## config.mk

```make
export PLATFORM = sky130hd
export DESIGN_NAME = ct_lsu_snoop_ctcq_issue
export DESIGN_NICKNAME = d
export VERILOG_FILES = /design/src/rtl/ct_lsu_snoop_ctcq_issue.sv
export SDC_FILE = /design/constraint.sdc
export NUM_CORES = 1
export LEC_CHECK = 0
export ABC_AREA = 1
export CORE_AREA = 2 2 165 167
export CTS_BUF_LIST = sky130_fd_sc_hd__clkbuf_4 sky130_fd_sc_hd__clkbuf_8 sky130_fd_sc_hd__clkbuf_16
export CTS_CLUSTER_DIAMETER = 100
export DETAILED_ROUTE_END_ITERATION = 12
export DIE_AREA = 0 0 167 169
export GPL_TIMING_DRIVEN = 0
export PLACE_DENSITY = 0.71
export REMOVE_ABC_BUFFERS = 1
export SYNTH_ARGS = -nofsm -noshare
export SYNTH_HDL_FRONTEND = slang
export SYNTH_SLANG_ARGS = --single-unit
```

## constraint.sdc

```tcl
create_clock -name ctcqctrlclk -period 5.22 [get_ports ctcqctrlclk]
set_clock_uncertainty 0.05 [all_clocks]
set_input_delay 1.044 -clock ctcqctrlclk [delete_from_list [all_inputs] [get_ports ctcqctrlclk]]
set_output_delay 1.044 -clock ctcqctrlclk [all_outputs]
set_load 0.02 [all_outputs]
```

## src/rtl/ct_lsu_snoop_ctcq_issue.sv

```systemverilog
// Purpose : issues CTC queue invalidate entries (icache / TLB) one at a time,
//           picking round-robin among pending entries and reporting completion.
// Latency : request valid one cycle after selection; completion pulse is
//           combinational from the downstream done (illegal type: registered,
//           one cycle after the issue cycle).
// Backpressure: valid and payload hold steady until the target's rdy; only one
//           request is ever outstanding.
// Ports   : ctcqctrlclk/cpurst_b clock and async active-low reset;
//           ctcq_entry_* per-entry pending, type flags and packed payloads;
//           lsu_ica_inv_* / ica_lsu_inv_* icache request handshake and done;
//           lsu_tlb_inv_* / tlb_lsu_inv_* TLB request handshake and done;
//           ica_tlb_ctcq_inv_cmplt one-hot completion; ctcq_issue_busy.
module ct_lsu_snoop_ctcq_issue #(
   parameter int ENTRY_NUM = 4,
   parameter int PTAG_W    = 28,
   parameter int VA_W      = 27
) (
   input  logic                        ctcqctrlclk,
   input  logic                        cpurst_b,
   input  logic [ENTRY_NUM-1:0]        ctcq_entry_pe_req,
   input  logic [ENTRY_NUM-1:0]        ctcq_entry_icache_all_inv,
   input  logic [ENTRY_NUM-1:0]        ctcq_entry_icache_line_inv,
   input  logic [ENTRY_NUM-1:0]        ctcq_entry_tlb_all_inv,
   input  logic [ENTRY_NUM-1:0]        ctcq_entry_tlb_va_all_inv,
   input  logic [ENTRY_NUM-1:0]        ctcq_entry_tlb_asid_all_inv,
   input  logic [ENTRY_NUM-1:0]        ctcq_entry_tlb_va_asid_inv,
   input  logic [ENTRY_NUM*6-1:0]      ctcq_entry_icache_index,
   input  logic [ENTRY_NUM*PTAG_W-1:0] ctcq_entry_icache_ptag,
   input  logic [ENTRY_NUM*16-1:0]     ctcq_entry_tlb_asid,
   input  logic [ENTRY_NUM*VA_W-1:0]   ctcq_entry_tlb_va,
   output logic                        lsu_ica_inv_vld,
   output logic                        lsu_ica_inv_all,
   output logic [5:0]                  lsu_ica_inv_index,
   output logic [PTAG_W-1:0]           lsu_ica_inv_ptag,
   input  logic                        ica_lsu_inv_rdy,
   input  logic                        ica_lsu_inv_done,
   output logic                        lsu_tlb_inv_vld,
   output logic [1:0]                  lsu_tlb_inv_type,
   output logic [15:0]                 lsu_tlb_inv_asid,
   output logic [VA_W-1:0]             lsu_tlb_inv_va,
   input  logic                        tlb_lsu_inv_rdy,
   input  logic                        tlb_lsu_inv_done,
   output logic [ENTRY_NUM-1:0]        ica_tlb_ctcq_inv_cmplt,
   output logic                        ctcq_issue_busy
);

   typedef enum logic [1:0] {
      IDLE  = 2'b00,
      ISSUE = 2'b01,
      WAIT  = 2'b10
   } state_t;

   // Flag bit order: 0 ica_all, 1 ica_line, 2 tlb_all, 3 tlb_va_all,
   // 4 tlb_asid_all, 5 tlb_va_asid.
   logic [5:0]        ent_flags [ENTRY_NUM];
   logic [5:0]        ent_index [ENTRY_NUM];
   logic [PTAG_W-1:0] ent_ptag  [ENTRY_NUM];
   logic [15:0]       ent_asid  [ENTRY_NUM];
   logic [VA_W-1:0]   ent_va    [ENTRY_NUM];

   state_t            state;
   logic [1:0]        rr_ptr;
   logic [1:0]        sel_id;
   logic [5:0]        lat_flags;
   logic [5:0]        lat_index;
   logic [PTAG_W-1:0] lat_ptag;
   logic [15:0]       lat_asid;
   logic [VA_W-1:0]   lat_va;
   logic              hold_q;       // blocks selection in the first IDLE cycle after a completion
   logic [3:0]        ill_cmplt_q;  // registered completion for an illegal-type entry

   logic              pick_vld;
   logic [1:0]        pick_id;
   logic [1:0]        cand;
   logic              tgt_ica;
   logic              tgt_tlb;
   logic              legal;
   logic [1:0]        tlb_type;
   logic              ica_vld;
   logic              tlb_vld;
   logic              handshake;
   logic              done_match;
   logic [3:0]        sel_onehot;

   // Unpack the flat per-entry buses.
   always_comb begin
      for (int i = 0; i < ENTRY_NUM; i++) begin
         ent_flags[i] = {ctcq_entry_tlb_va_asid_inv[i], ctcq_entry_tlb_asid_all_inv[i],
                         ctcq_entry_tlb_va_all_inv[i],  ctcq_entry_tlb_all_inv[i],
                         ctcq_entry_icache_line_inv[i], ctcq_entry_icache_all_inv[i]};
         ent_index[i] = ctcq_entry_icache_index[i*6 +: 6];
         ent_ptag[i]  = ctcq_entry_icache_ptag[i*PTAG_W +: PTAG_W];
         ent_asid[i]  = ctcq_entry_tlb_asid[i*16 +: 16];
         ent_va[i]    = ctcq_entry_tlb_va[i*VA_W +: VA_W];
      end
   end

   // Round-robin: first pending entry at or above rr_ptr, wrapping mod 4.
   always_comb begin
      pick_vld = 1'b0;
      pick_id  = rr_ptr;
      cand     = rr_ptr;
      for (int k = 0; k < ENTRY_NUM; k++) begin
         cand = rr_ptr + 2'(k);
         if (!pick_vld && ctcq_entry_pe_req[cand]) begin
            pick_vld = 1'b1;
            pick_id  = cand;
         end
      end
   end

   // Icache wins over TLB when several flags are set; within TLB the lowest
   // flag index wins.
   assign tgt_ica = lat_flags[0] | lat_flags[1];
   assign tgt_tlb = ~tgt_ica & (|lat_flags[5:2]);
   assign legal   = tgt_ica | tgt_tlb;

   always_comb begin
      if (lat_flags[2])      tlb_type = 2'b00;
      else if (lat_flags[3]) tlb_type = 2'b01;
      else if (lat_flags[4]) tlb_type = 2'b10;
      else                   tlb_type = 2'b11;
   end

   assign ica_vld    = (state == ISSUE) & tgt_ica;
   assign tlb_vld    = (state == ISSUE) & tgt_tlb;
   assign handshake  = (ica_vld & ica_lsu_inv_rdy) | (tlb_vld & tlb_lsu_inv_rdy);
   assign done_match = (state == WAIT) &
                       (tgt_ica ? ica_lsu_inv_done : tlb_lsu_inv_done);
   assign sel_onehot = 4'b0001 << sel_id;

   assign lsu_ica_inv_vld   = ica_vld;
   assign lsu_ica_inv_all   = ica_vld & lat_flags[0];
   assign lsu_ica_inv_index = ica_vld ? lat_index : '0;
   assign lsu_ica_inv_ptag  = ica_vld ? lat_ptag  : '0;
   assign lsu_tlb_inv_vld   = tlb_vld;
   assign lsu_tlb_inv_type  = tlb_vld ? tlb_type : 2'b00;
   assign lsu_tlb_inv_asid  = tlb_vld ? lat_asid : '0;
   assign lsu_tlb_inv_va    = tlb_vld ? lat_va   : '0;

   assign ica_tlb_ctcq_inv_cmplt = ill_cmplt_q | (done_match ? sel_onehot : 4'b0000);
   assign ctcq_issue_busy        = (state != IDLE);

   always_ff @(posedge ctcqctrlclk or negedge cpurst_b) begin
      if (!cpurst_b) begin
         state       <= IDLE;
         rr_ptr      <= 2'd0;
         sel_id      <= 2'd0;
         lat_flags   <= '0;
         lat_index   <= '0;
         lat_ptag    <= '0;
         lat_asid    <= '0;
         lat_va      <= '0;
         hold_q      <= 1'b0;
         ill_cmplt_q <= 4'b0000;
      end else begin
         hold_q      <= 1'b0;
         ill_cmplt_q <= 4'b0000;
         case (state)
            IDLE: begin
               if (!hold_q && pick_vld) begin
                  sel_id    <= pick_id;
                  lat_flags <= ent_flags[pick_id];
                  lat_index <= ent_index[pick_id];
                  lat_ptag  <= ent_ptag[pick_id];
                  lat_asid  <= ent_asid[pick_id];
                  lat_va    <= ent_va[pick_id];
                  state     <= ISSUE;
               end
            end
            ISSUE: begin
               if (!legal) begin
                  // Nothing to send downstream: retire the entry directly.
                  ill_cmplt_q <= sel_onehot;
                  rr_ptr      <= sel_id + 2'd1;
                  hold_q      <= 1'b1;
                  state       <= IDLE;
               end else if (handshake) begin
                  state <= WAIT;
               end
            end
            WAIT: begin
               if (done_match) begin
                  rr_ptr <= sel_id + 2'd1;
                  hold_q <= 1'b1;
                  state  <= IDLE;
               end
            end
            default: state <= IDLE;
         endcase
      end
   end

endmodule

```

==> summary.txt, run 1 <==
Worst hold path
  • Min-delay src: lat_asid[2]$_DFFE_PN0P_
  • Hold path endpoint: lat_asid[2]$_DFFE_PN0P_
  • Cells on Worst Hold Path: 2
  • Hold Crit Class: flop to flop

Clocking
  • CTS Buf Count: 9
  • TritonCTS clock tree: yes
  • Max H-tree Level: 3
  • Hold Buf Count CTS: 0
  • Clock root buffer: clkbuf_16
  • Post CTS Setup Buffer Count: 0
  • Worst-path clk slew: 0.06 ns
  • Worst-skew pair later-pin latency: 0.33 ns
  • Clock Sinks: 94
  • Maximum root-to-sink buffer count: 2
  • Post-CTS sizing: 0

Placed design
  • Placed cell area: 12500 sq um
  • Placed cell count: 2137
  • HPWL Detailed: 21600 um
  • PortBufs: 428
  • Global placer's final weighted congestion: 0.838

Finish
  • ANT cells: 0
  • Post-route insts no fill: 2152
  • Final core utilization: 48.4%
  • Layout area overhead: 58.6%
  • Final #Nets: 2157
  • Fraction of layout cells with a size suffix above 1: 2.43%
  • Final Cell Area: 12800 sq um

Run status
  • Status: finished clean

Synthesis
  • Cell taking the most area after synthesis: nand2_1
  • Yosys reg bits: 94
  • Synth Cell Area: 8090 sq um
  • Sequential area share after synthesis: 29.1%
  • Synth cell types: 28
  • Avg Cell Area, Syn: 5.56 sq um
  • Number of flops mapped to enable cells by yosys: 0
  • Post-synth top cells: nand2_1 (843), nand3_1 (192), inv_1 (96)
  • Post-synth ARST share: 100%
  • Synth Warn #: 0
  • Count leader, synth: nand2_1
  • Mapped Cells: 1456
  • Share of the synthesized area in the top cell type: 39.1%
  • Top cells by area, synth: nand2_1 (39%), dfrtp_1 (29%), nand3_1 (12%)
  • Post-synth top flop: dfrtp_1

Timing
  • Setup_tns: 0 ns
  • Final Hold Fails: 0
  • Rel. slew slack: 22.6%
  • Fmax: 228 MHz
  • Final setup viols: 0
  • Final Cycle Share: 84.2%
  • Tmin final: 4.39 ns
  • Max Slew Vio Count: 0
  • Worst-Margin Slew: 1.15 ns
  • Hold slack final: 0.427 ns
  • RSZ-0062 raised after global routing: false

Pwr
  • Int Pwr: 0.00360 W
  • Max rail drop VDD: 0.557 mV
  • Pleak: 6.64 nW
  • Gate power share: 74.9%
  • P_sw: 0.00456 W
  • Net Sw Frac: 55.8%
  • PwrDens: 636 nW/um^2
  • Reg power frac: 15.9%
  • Clock network power share: 9.2%

Critical path
  • Crit end category: output pin
  • Reg2Reg Setup Slack: 1.30 ns
  • Reg2reg start: rr_ptr[0]$_DFFE_PN0P_
  • FF-to-FF End: lat_ptag[15]$_DFFE_PN0P_
  • R2r worst-path depth: 16
  • Crit path kind: flop to output pin
  • CP Launch Type: flop
  • Critical Path AT: 3.30 ns
  • Crit-path max FO: 35
  • CP required: 4.13 ns

Floorplanning
  • Num ports: 429
  • Die height: 169 um
  • Starting density of the core: 30.5%
  • Rows: 60
  • Core ar.: 26500 sq um
  • Die area: 28200 sq um
  • Die W: 167 um

Route
  • Via density: 4.65
  • Via count: 10000
  • Drt first-iter violations: 458
  • Antenna violation net count after detailed routing: 0
  • DRC Markers: 0
  • Final wirelength: 29900 um
  • Routed wire per std cell: 13.9 um
  • DRT Pass-1 Iters: 5

Global routing
  • Vias in the first global route: 9459
  • Initial antenna violation count: 0
  • GRT Total Usage: 20.5%
  • First-pass GRT wire length: 47600 um
  • Largest net degree at the start of global routing: 116
  • Global route overflow: 0

Job
  • Max cap viols: 0
## worst max path at each step
stage,startpoint,end,slack [ns]
6_report,state[1]$_DFFE_PN0P_,lsu_ica_inv_index[1],0.83
3_5_place_dp,ctcq_entry_pe_req[3],lat_ptag[15]$_DFFE_PN0P_,0.56
2_1_floorplan,ctcq_entry_pe_req[3],lat_asid[0]$_DFFE_PN0P_,0.52
4_1_cts,state[1]$_DFFE_PN0P_,lsu_ica_inv_index[1],0.82
5_1_grt,state[1]$_DFFE_PN0P_,lsu_ica_inv_ptag[15],0.56
3_3_place_gp,ctcq_entry_pe_req[0],lat_ptag[15]$_DFFE_PN0P_,-1.83
## final cells by class
cell class / count / area (sq um)
sequential: 94 / 2350
fill: 2756 / 13700
timing repair buffer: 436 / 4480
inverter: 102 / 387
tap: 341 / 427
clock inverter: 4 / 97.6
clock buffer: 10 / 233
multi-input combinational: 1165 / 4850
## cells in the final DEF, fill, tap and decap left out, drive strengths merged
cell / synthesis / routed
clkinvlp: 0 / 1
a32oi: 1 / 1
clkbuf: 30 / 10
a21oi: 3 / 3
nand2: 854 / 854
a21boi: 1 / 1
nor2: 90 / 90
clkinv: 3 / 4
ha: 7 / 7
nand3: 193 / 193
nor3: 1 / 1
bufinv: 0 / 3
inv: 99 / 98
o21ai: 6 / 6
nand4: 4 / 4
buf: 65 / 9
a211oi: 1 / 1
clkdlybuf4s50: 0 / 427
o21bai: 4 / 4
dfrtp: 94 / 94
## critical path: stages (launching register included)
cell and delay, ns:
dfrtp_1 0.40, inv_1 0.08, ha_1 0.21, inv_1 0.07, nor2_1 0.19, clkinv_1 0.92
nor2_1 0.38, clkdlybuf4s50_1 0.68
## state kept, by name, indices dropped and copies added, names as in the netlist
name         cells
lat_ptag        28
ill_cmplt_q      4
rr_ptr           2
hold_q           1
lat_asid        16
lat_index        6
lat_flags        6
lat_va          27
sel_id           2
state            2
## cell families (layout without fill, tap and decap cells)
logic type,after synthesis,in the layout,share of synthesized area (%)
AO/OA/AOI/OAI,16,16,1.22
AND/OR/NAND/NOR,1142,1142,57.2
buffers and inverters,197,552,11.4
adder cells (fa/ha/maj),7,7,1.08
flip-flops,94,94,29.1
## power groups by stage
stage	Sequential (W)	Combinational, W	Clock (W)
after floorplan	0.00126	0.00413	0
after global placement	0.00130	0.00610	0
after detailed placement	0.00131	0.00616	0
after CTS	0.00129	0.00619	0.000775
after global routing	0.00134	0.00703	0.000803
final	0.00130	0.00611	0.000747
## routing by layer
layer / up-vias / GRT usage, % / part of all wire (%)
met5: - / 0 / 0
met4: 0 / 7.01 / 2.7
met3: 49 / 3.86 / 6.8
met2: 370 / 37.0 / 49
met1: 4479 / 24.5 / 41
li1: 5114 / - / -
## through the flow
| step | power, W | setup WS [ns] |
|---|---|---|
| 6_report | 0.00816 | 0.826 |
| 5_1_grt | 0.00917 | 0.556 |
| 4_1_cts | 0.00826 | 0.818 |
| 3_5_place_dp | 0.00746 | 0.556 |
| 3_3_place_gp | 0.00740 | -1.83 |
| 2_1_floorplan | 0.00538 | 0.520 |
No activity file was read; power rests on OpenSTA's default activity.
==> inputs of run 2 (changes only) <==
--- a/config.mk
+++ b/config.mk
@@ -6,13 +6,13 @@
 export NUM_CORES = 1
 export LEC_CHECK = 0
 export ABC_AREA = 1
-export CORE_AREA = 2 2 165 167
+export CORE_AREA = 2 2 166 168
 export CTS_BUF_LIST = sky130_fd_sc_hd__clkbuf_4 sky130_fd_sc_hd__clkbuf_8 sky130_fd_sc_hd__clkbuf_16
 export CTS_CLUSTER_DIAMETER = 100
 export DETAILED_ROUTE_END_ITERATION = 12
-export DIE_AREA = 0 0 167 169
+export DIE_AREA = 0 0 168 170
 export GPL_TIMING_DRIVEN = 0
-export PLACE_DENSITY = 0.71
+export PLACE_DENSITY = 0.7
 export REMOVE_ABC_BUFFERS = 1
 export SYNTH_ARGS = -nofsm -noshare
 export SYNTH_HDL_FRONTEND = slang
==> constraint.sdc (replaced) <==
create_clock -name ctcqctrlclk -period 4.29 [get_ports ctcqctrlclk]
set_clock_uncertainty 0.05 [all_clocks]
set_input_delay 0.858 -clock ctcqctrlclk [delete_from_list [all_inputs] [get_ports ctcqctrlclk]]
set_output_delay 0.858 -clock ctcqctrlclk [all_outputs]
set_load 0.02 [all_outputs]
==> summary.txt, run 2 (synthesized netlist as in run 1, its figures left out) <==
Placed design
  • Placed cell count: 2137
  • Global placer's final weighted congestion: 0.791
  • HPWL Detailed: 22000 um
  • PortBufs: 428

Global routing
  • GR Layer Usage met1: 25.4%
  • Global route overflow: 0
  • Initial antenna violation count: 0
  • Met2 usage: 36.8%
  • Vias in the first global route: 9419
  • First-pass GRT wire length: 48300 um
  • Largest net degree at the start of global routing: 99
  • GRT Total Usage: 21.0%
  • GR peak layer: met2
  • GR Util met3: 4.09%

Route
  • DRC Markers: 0
  • Antenna violation net count after detailed routing: 0
  • DRT Pass-1 Iters: 7
  • Routed wire per std cell: 14.3 um
  • Via count: 10000
  • Via density: 4.65
  • Final wirelength: 30800 um
  • Drt first-iter violations: 603

Critical path
  • Crit path kind: input port to flop
  • CP required: 4.52 ns
  • Crit-path cells: clkdlybuf4s50_1, nand2_1, nand2_1, nand2_1, nand2_2, nand4_4, nand2_8, buf_16, nand2_1, nand2_1, nand2_1, nand2_1, nand2_1, nand2_1
  • R2r worst-path depth: 15
  • Crit path max-delay family: simple AND/OR/NAND/NOR gates
  • Slowest stage delay, CP: 0.72 ns
  • Most common cell type on the critical path: nand2_1
  • Slowest cell on the critical path: nand2_8
  • Critical path buffers and inverters: 2
  • Critical Path AT: 4.17 ns
  • Reg2reg start: rr_ptr[0]$_DFFE_PN0P_
  • FF-to-FF End: lat_ptag[20]$_DFFE_PN0P_
  • Crit end category: flop
  • CP Launch Type: input port
  • Crit-path max FO: 91
  • Reg2Reg Setup Slack: 0.54 ns

Pwr
  • P_sw: 0.00563 W
  • Gate power share: 75.2%
  • Reg power frac: 15.8%
  • Total power: 0.0100 W
  • Max rail drop VDD: 0.472 mV
  • PwrDens: 780 nW/um^2
  • Int Pwr: 0.00438 W
  • Net Sw Frac: 56.3%
  • Clock network power share: 9.0%
  • Pleak: 6.64 nW

Floorplanning
  • Num ports: 429
  • Core ar.: 26700 sq um
  • Rows: 60
  • Die height: 170 um
  • Die W: 168 um
  • Starting density of the core: 30.4%
  • Die area: 28600 sq um

Clocking
  • Clock root buffer: clkbuf_16
  • Hold Buf Count CTS: 0
  • TritonCTS clock tree: yes
  • Max H-tree Level: 3
  • Clock Sinks: 94
  • CTS Buf Count: 9
  • Worst-skew pair later-pin latency: 0.34 ns
  • Worst-path clk slew: 0.07 ns
  • Maximum root-to-sink buffer count: 2

Finish
  • Leading cell type in the layout, fill and taps excluded: nand2_1
  • Largest register by flop count: lat_ptag
  • Most frequent cells in the layout: nand2_1 (843), clkdlybuf4s50_1 (427), nand3_1 (191)
  • Fillers: 2778
  • Multi-input gate area: 4850 sq um
  • Reg area: 2350 sq um
  • Final #Nets: 2157
  • Layout area overhead: 58.7%
  • Post-route insts no fill: 2154
  • ANT cells: 0
  • Largest register FFs: 28
  • Fraction of layout cells with a size suffix above 1: 2.59%
  • Largest regs: lat_ptag: 28 flops, lat_va: 27 flops, lat_asid: 16 flops

Timing
  • Tmin final: 3.94 ns
  • Rel. slew slack: 39.2%
  • Final Hold Fails: 0
  • RSZ-0062 raised after global routing: false
  • Max Slew Vio Count: 0
  • Worst-Margin Slew: 0.912 ns
  • Final Cycle Share: 91.8%
  • Final setup viols: 0
  • Fmax: 254 MHz

Job
  • Max cap viols: 0

Run status
  • Status: finished clean

Worst hold path
  • Hold Crit Class: input port to async pin
[run 2: worst max-delay path by stage]
stage                          from                        to  slack, ns  depth (start not counted)
2_1_floorplan  ctcq_entry_pe_req[3]   lat_asid[0]$_DFFE_PN0P_      -0.22                         13
3_3_place_gp   ctcq_entry_pe_req[3]  lat_asid[11]$_DFFE_PN0P_      -2.56                         14
3_5_place_dp   ctcq_entry_pe_req[0]  lat_flags[3]$_DFFE_PN0P_      -0.02                         12
4_1_cts        ctcq_entry_pe_req[0]  lat_flags[3]$_DFFE_PN0P_       0.35                         12
5_1_grt        ctcq_entry_pe_req[3]  lat_asid[11]$_DFFE_PN0P_       0.09                         15
6_report       ctcq_entry_pe_req[0]  lat_ptag[20]$_DFFE_PN0P_       0.35                         14
[run 2: routing by layer]
metal	part of all wire, %	vias up	wire length (um)
li1	-	5122	-
met1	43	4512	13100
met2	48	340	14800
met3	6.3	50	1940
met4	3.1	0	941
met5	0	-	0
[run 2: per-stage QoR]
stage                     hold WS (ns)  setup slack (ns)  instance area (sq um)  utilization, %  TNS [ns]
after global routing             0.441            0.0920                  12800            48.2         0
after floorplan                  0.399            -0.224                   7550               -    -17.12
after detailed placement         0.415           -0.0183                  12500            46.8   -0.0197
final                            0.428             0.351                  12800            48.2         0
after global placement           0.412             -2.56                  12300            46.0   -352.15
after CTS                        0.434             0.350                  12800            48.0         0
[run 2: power groups by stage]
stage / sequential, W / combinational, W / clock, W
floorplan: 0.00153 / 0.00502 / 0
global placement: 0.00158 / 0.00747 / 0
detailed placement: 0.00158 / 0.00756 / 0
CTS: 0.00157 / 0.00759 / 0.000937
global route: 0.00163 / 0.00862 / 0.000973
finish: 0.00158 / 0.00753 / 0.000903
[run 2: final cells by class]
type / count / share of cell area (%)
Multi-Input combinational cell: 1165 / 37.8
Timing Repair Buffer: 436 / 35.0
Sequential cell: 94 / 18.3
Tap cell: 341 / 3.32
Inverter: 102 / 3.02
Clock buffer: 13 / 2.04
Clock inverter: 3 / 0.526
[run 2: what timing repair did]
item | in CTS | in global routing
gates resized for setup | 1 | 0
buffers inserted | 0 | 0
setup endpoints to repair | 1 | 0
